[src/rtl/add_sub_serial.sv]
`default_nettype none
// ============================================================================
//  Module      : add_sub_serial
//  Description : Multi-cycle signed adder/subtractor. Operands are consumed
//                CHUNK bits per clock with a registered inter-chunk carry;
//                carry, signed-overflow and zero flags are produced with the
//                result. Operands and results use valid/ready handshakes.
//  Revision    : 1.0 - initial release
// ============================================================================
module add_sub_serial #(
    parameter int WIDTH = 64,
    parameter int CHUNK = 16
) (
    input  logic             clk,
    input  logic             rst_n,
    input  logic             in_valid,
    output logic             in_ready,
    input  logic [WIDTH-1:0] in1,
    input  logic [WIDTH-1:0] in2,
    input  logic             sub,
    output logic             out_valid,
    input  logic             out_ready,
    output logic [WIDTH-1:0] sum_out,
    output logic             carry_out,
    output logic             overflow,
    output logic             zero
);

    localparam int c_num_chunks = WIDTH / CHUNK;
    localparam int c_idx_w      = (c_num_chunks > 1) ? $clog2(c_num_chunks) : 1;
    localparam logic [c_idx_w-1:0] c_last_idx = c_idx_w'(c_num_chunks - 1);

    typedef enum logic [1:0] {
        S_IDLE = 2'd0,
        S_BUSY = 2'd1,
        S_DONE = 2'd2
    } state_t;

    state_t             r_state;
    state_t             w_state_next;

    // r_alive holds in_ready low until the first clock after reset release
    logic               r_alive;
    logic [WIDTH-1:0]   r_a;
    logic [WIDTH-1:0]   r_bm;
    logic               r_carry;
    logic [c_idx_w-1:0] r_idx;
    logic [WIDTH-1:0]   r_sum;
    logic               r_carry_out;
    logic               r_overflow;
    logic               r_zero;

    logic               w_accept;
    logic               w_last;
    logic [31:0]        w_base;
    logic [CHUNK-1:0]   w_a_chunk;
    logic [CHUNK-1:0]   w_b_chunk;
    logic [CHUNK-1:0]   w_s;
    logic               w_c;
    logic [WIDTH-1:0]   w_sum_next;

    assign in_ready  = (r_state == S_IDLE) && r_alive;
    assign out_valid = (r_state == S_DONE);
    assign sum_out   = r_sum;
    assign carry_out = r_carry_out;
    assign overflow  = r_overflow;
    assign zero      = r_zero;

    assign w_accept  = in_valid && in_ready;
    assign w_last    = (r_idx == c_last_idx);
    assign w_base    = 32'(r_idx) * 32'(CHUNK);

    // One chunk of the addition; the only carry path between chunks is r_carry
    always_comb begin
        w_a_chunk  = r_a[w_base +: CHUNK];
        w_b_chunk  = r_bm[w_base +: CHUNK];
        {w_c, w_s} = {1'b0, w_a_chunk} + {1'b0, w_b_chunk} + (CHUNK + 1)'(r_carry);
        w_sum_next = r_sum;
        w_sum_next[w_base +: CHUNK] = w_s;
    end

    // State register
    always_ff @(posedge clk or negedge rst_n) begin
        if (!rst_n) begin
            r_state <= S_IDLE;
        end else begin
            r_state <= w_state_next;
        end
    end

    // Next-state logic: accept from IDLE, walk the chunks, hold until taken
    always_comb begin
        w_state_next = r_state;
        case (r_state)
            S_IDLE:  if (w_accept)  w_state_next = S_BUSY;
            S_BUSY:  if (w_last)    w_state_next = S_DONE;
            S_DONE:  if (out_ready) w_state_next = S_IDLE;
            default:                w_state_next = S_IDLE;
        endcase
    end

    // Ready gate: released one clock after reset deasserts
    always_ff @(posedge clk or negedge rst_n) begin
        if (!rst_n) begin
            r_alive <= 1'b0;
        end else begin
            r_alive <= 1'b1;
        end
    end

    // Operand latch, chunk accumulation and flag capture on the last chunk
    always_ff @(posedge clk or negedge rst_n) begin
        if (!rst_n) begin
            r_a         <= '0;
            r_bm        <= '0;
            r_carry     <= 1'b0;
            r_idx       <= '0;
            r_sum       <= '0;
            r_carry_out <= 1'b0;
            r_overflow  <= 1'b0;
            r_zero      <= 1'b0;
        end else if (w_accept) begin
            // Subtraction is A + ~B + 1: invert B here, inject the +1 as carry-in
            r_a     <= in1;
            r_bm    <= in2 ^ {WIDTH{sub}};
            r_carry <= sub;
            r_idx   <= '0;
            r_sum   <= '0;
        end else if (r_state == S_BUSY) begin
            r_sum   <= w_sum_next;
            r_carry <= w_c;
            if (w_last) begin
                r_idx       <= '0;
                r_carry_out <= w_c;
                r_overflow  <= (r_a[WIDTH-1] == r_bm[WIDTH-1]) &&
                               (w_sum_next[WIDTH-1] != r_a[WIDTH-1]);
                r_zero      <= (w_sum_next == '0);
            end else begin
                r_idx <= r_idx + 1'b1;
            end
        end
    end

endmodule
`default_nettype wire

[config.mk]
export PLATFORM = sky130hd
export DESIGN_NAME = add_sub_serial
export DESIGN_NICKNAME = d
export VERILOG_FILES = /design/src/rtl/add_sub_serial.sv
export SDC_FILE = /design/constraint.sdc
export NUM_CORES = 1
export LEC_CHECK = 0
export ABC_AREA = 1
export CAP_MARGIN = 20
export CORE_MARGIN = 3
export CORE_UTILIZATION = 30
export DETAILED_ROUTE_END_ITERATION = 10
export SYNTH_ARGS = -nofsm -noshare
export SYNTH_HDL_FRONTEND = slang
export SYNTH_SLANG_ARGS = --single-unit
[constraint.sdc]
create_clock -name clk -period 3.16 [get_ports clk]
set_clock_uncertainty 0.2 [all_clocks]
set_input_delay 0.474 -clock clk [delete_from_list [all_inputs] [get_ports clk]]
set_output_delay 0.474 -clock clk [all_outputs]
set_load 0.01 [all_outputs]
==> metrics.log <==
INFO  metric run_status = complete, but fails checks
INFO  metric violations = negative setup slack
INFO  metric worstPathMaxFanout = 13
INFO  metric via_per_instance_ratio = 4.801
INFO  metric clock-root-buffer = sky130_fd_sc_hd__clkbuf_16
INFO  metric cts_max_path_buffers = 3
INFO  metric critPathMostFrequentCell = sky130_fd_sc_hd__nand2_1
INFO  metric swShare = between 40% and 50%
INFO  metric seq_power_share = 20.8%
INFO  metric pin_count = just over 200
INFO  metric final_layout_size_suffix_gt1_share = 20.02%
INFO  metric tightestPinTransition = around 0.75 ns
INFO  metric grt_setup_unrepaired = true
INFO  metric synth.yosys.seq_area_share = 45.22%
INFO  metric grt_max_degree = a little under 200
INFO  metric cp-start-kind = flip-flop
INFO  metric worstPathBufferInverterCount = 3
INFO  metric clock_tree.htree_level_count = 1
INFO  metric timing.hold.worst.class = in2reg
INFO  metric cap_viol_max_count = 0
INFO  metric timing.final.ws_setup = -0.1629 ns
INFO  metric numCtsBuffers = 24
INFO  metric ir_drop = ~680 uV
INFO  metric area_delta_synth_final = 45.59%
INFO  metric postSynth.topFlopCell = sky130_fd_sc_hd__dfrtp_1
INFO  metric cell_internal_pwr = roughly 12 mW
INFO  metric total_count_of_max_transition_violations_in_the_final_report = 0
INFO  metric synthDistinctLibCells = 36
INFO  metric yosys.area.top_type_share = a little under half
INFO  metric detail_route.iter0.violations = roughly 600
INFO  metric globalRouteOverflowTotal = 0
INFO  metric drt-wirelength-per-cell = 16.93 um
INFO  metric placementRows = 69
INFO  metric n_antenna_cell = 0
INFO  metric core-area = about 0.036 mm^2
INFO  metric dp_hpwl = between 20 and 30 mm
INFO  metric synth_top_cells_by_area = sky130_fd_sc_hd__dfrtp_1 (45%), sky130_fd_sc_hd__nand2_1 (16%), sky130_fd_sc_hd__o21ai_0 (7.5%)
INFO  metric drc_errors = 0
INFO  metric avgSynthCellArea = 7.567 um^2
INFO  metric die-height = roughly 200 um
INFO  metric slew_headroom = about half
INFO  metric numClockSinks = approximately 200
INFO  metric synth-edff-count = 0
INFO  metric cts_tree = yes
INFO  metric die_w = between 150 and 200 um
INFO  metric grt_pass1_wl = approximately 60 mm
INFO  metric ys_seq_elements = about 200
INFO  metric fin_worst_hold_slack = roughly 0.27 ns
INFO  metric final_standard_cell_count_with_taps_included_and_fillers_excluded = ~2200
INFO  metric dr_total_vias = 10750
INFO  metric layout_commonest_cell = sky130_fd_sc_hd__nand2_1
INFO  metric crit_required = approximately 3.4 ns
INFO  metric fin_crit = around 3.3 ns
INFO  metric starting_density = 30.82%
INFO  metric power = ~22 mW
INFO  metric finalSetupViolations = 2
INFO  metric post-place-ws = -0.3559 ns
INFO  metric sequence_of_cells_on_the_critical_path = inv_4, buf_12, o21ai_4, o22ai_2, fa_2, fa_2, buf_4, xor2_2, nand2_1, nand2_1, nor2_1, nand3_1, nor2_1, nand3_1, nor2_1, nand2_1, nor2_2, nand3_1, nor2_1, nand2_1, nand2_1
INFO  metric postSynthCellCount = 1470
INFO  metric yosys_warnings = 0
INFO  metric port_buffers = 201
INFO  metric worst_ep_arrival_time = around 3.6 ns
INFO  metric weighted_congestion_at_the_end_of_routability_driven_global_placement = 0.8399
INFO  metric synth_async_sr_flop_share = between 90% and 100%
INFO  metric finalCritPeriodShare = 105.2%
INFO  metric routed_wirelength = about 38 mm
INFO  metric slowest_delay = 0.42 ns
INFO  metric grt_antenna_before_repair = 0
INFO  metric clk-insertion-delay-late = approximately 0.53 ns
INFO  metric pwr-share-comb = around 66%
INFO  metric firstDrtPassIters = 5
INFO  metric path_clk_slew = ~0.070 ns
INFO  metric crit_family = simple AND/OR/NAND/NOR gates
INFO  metric critical-path-slowest-cell = sky130_fd_sc_hd__dfrtp_2
INFO  metric power.density_cell_area = between 1000 and 1500 mW/mm^2
INFO  metric p_leak = about 7.6 nW
INFO  metric via_count_of_the_first_global_routing_pass = around 11000
INFO  metric timing.fmax = approximately 300 MHz
INFO  metric fin_nets = roughly 1900
INFO  metric timing_worst_setup_path_type = reg2reg
INFO  metric p_clk_share = a little over an eighth
INFO  metric gr-usage-all-layers = 19.04%
INFO  metric synth_area_leader_cell = sky130_fd_sc_hd__dfrtp_1
INFO  metric most-common-layout-cells = sky130_fd_sc_hd__nand2_1 (438), sky130_fd_sc_hd__dfrtp_1 (200), sky130_fd_sc_hd__clkdlybuf4s50_1 (199)
INFO  metric p_sw = 10.37 mW
INFO  metric place.detailed.instances = about 2200
INFO  metric finalHoldViolCount = 0
INFO  metric synthesis.nets = 1626
INFO  metric drtAntennaViolNets = 0
INFO  metric synthesis.area = about 0.011 mm^2
INFO  metric die_area = 0.03942 mm^2
INFO  metric setup.worst_path.end_class = flip-flop
[registers in the layout (all words and copies together) (netlist names)]
register	count
carry_out	1
overflow	1
r_a	64
r_alive	1
r_bm	64
r_carry	1
r_idx	2
r_state	2
sum_out	64
zero	1
[cell usage after synthesis, types with 2 or more instances]
cell	number
sky130_fd_sc_hd__ha_1	21
sky130_fd_sc_hd__nor2_2	6
sky130_fd_sc_hd__a21oi_1	25
sky130_fd_sc_hd__inv_1	102
sky130_fd_sc_hd__nand2_2	12
sky130_fd_sc_hd__buf_1	12
sky130_fd_sc_hd__dfrtp_1	201
sky130_fd_sc_hd__nand4_1	40
sky130_fd_sc_hd__o21ai_0	166
sky130_fd_sc_hd__and2_1	3
sky130_fd_sc_hd__buf_4	2
sky130_fd_sc_hd__a31oi_1	2
sky130_fd_sc_hd__o21ai_1	5
sky130_fd_sc_hd__xnor2_1	64
sky130_fd_sc_hd__o22ai_1	47
sky130_fd_sc_hd__a22o_1	17
sky130_fd_sc_hd__nand3_1	50
sky130_fd_sc_hd__inv_2	4
sky130_fd_sc_hd__nand3_2	2
sky130_fd_sc_hd__buf_2	14
sky130_fd_sc_hd__nand2_1	476
sky130_fd_sc_hd__clkbuf_1	56
sky130_fd_sc_hd__nor2_1	116
sky130_fd_sc_hd__a21o_1	12
sky130_fd_sc_hd__nor3_1	3
sky130_fd_sc_hd__fa_1	2
[routing by layer]
layer  part of all wire, %  routed length (um)  vias to the layer above  global-route usage [%]
met5                     0                   0                        -                       0
met4                   2.0                 769                        0                   3.696
met3                   4.9                1843                       45                   2.422
met2                    46               17510                      306                   30.99
met1                    47               17800                     5021                   27.46
li1                      -                   -                     5377                       -
[worst reg2reg max path, stage by stage, from the launching register on]
cell and delay (ns):
sky130_fd_sc_hd__dfrtp_2 0.42, sky130_fd_sc_hd__inv_4 0.07, sky130_fd_sc_hd__buf_12 0.15, sky130_fd_sc_hd__o21ai_4 0.12, sky130_fd_sc_hd__o22ai_2 0.10, sky130_fd_sc_hd__fa_2 0.36, sky130_fd_sc_hd__fa_2 0.40, sky130_fd_sc_hd__buf_4 0.17
sky130_fd_sc_hd__xor2_2 0.15, sky130_fd_sc_hd__nand2_1 0.10, sky130_fd_sc_hd__nand2_1 0.07, sky130_fd_sc_hd__nor2_1 0.09, sky130_fd_sc_hd__nand3_1 0.09, sky130_fd_sc_hd__nor2_1 0.10, sky130_fd_sc_hd__nand3_1 0.07, sky130_fd_sc_hd__nor2_1 0.12
sky130_fd_sc_hd__nand2_1 0.09, sky130_fd_sc_hd__nor2_2 0.11, sky130_fd_sc_hd__nand3_1 0.07, sky130_fd_sc_hd__nor2_1 0.08, sky130_fd_sc_hd__nand2_1 0.06, sky130_fd_sc_hd__nand2_1 0.05
[metrics by stage]
| step | TNS (ns) | utilization, % | area [um^2] |
|---|---|---|---|
| after global placement | -0.6835 | 40.05 | 14450 |
| final | -0.2381 | 44.88 | 16190 |
| after global routing | -0.9714 | 44.88 | 16190 |
| after floorplan | -0.03826 | - | 11170 |
| after CTS | -0.1168 | 43.25 | 15610 |
| after detailed placement | -1.396 | 40.05 | 14450 |
[cell type report]
cell class	count	area (um^2)
fillers	3595	19890
multi-input cells	1077	6060
flip-flops and latches	201	5031
repair buffers	349	3277
clock buffers	39	768.2
well taps	461	576.8
inverters	107	404.1
clock inverters	5	77.57
[power groups by stage]
stage | clock network (mW) | registers, mW | logic (mW)
after detailed placement | 0 | 4.56 | 12.1
final | 2.91 | 4.58 | 14.6
after global routing | 3.08 | 4.72 | 16.1
after floorplan | 0 | 4.40 | 6.90
after CTS | 2.98 | 4.54 | 13.0
after global placement | 0 | 4.55 | 12.0
[worst paths after layout]
check / endpoint / from / slack, ns / cells after the start
max in group asynchronous: sum_out[14] / rst_n / 1.61 / 3
min: r_a[38] / in1[38] / 0.27 / 3
min in group asynchronous: sum_out[20] / rst_n / 0.35 / 2
max reg2reg: zero / r_idx[0] / -0.16 / 21
max: zero / r_idx[0] / -0.16 / 21
min reg2reg: r_a[5] / r_a[5] / 0.28 / 2
[repair_timing]
action | CTS | global route
setup buffers | 6 | 13
setup endpoints to repair | 18 | 40
endpoints found under the hold margin | 66 | 0
pin swaps | 13 | 28
hold buffers | 1 | 0
gates resized for setup | 65 | 159
[cell families after synthesis]
family / share of synthesized area (%)
and+or+nand+nor: 26.04
AOI/OAI and AO/OA: 14.09
DFF: 45.22
buffers and inverters: 6.772
xor gates and xnor gates: 5.118
adders and majority gates: 2.722
other: 0.03371
Power figures use the tool's default switching activity.
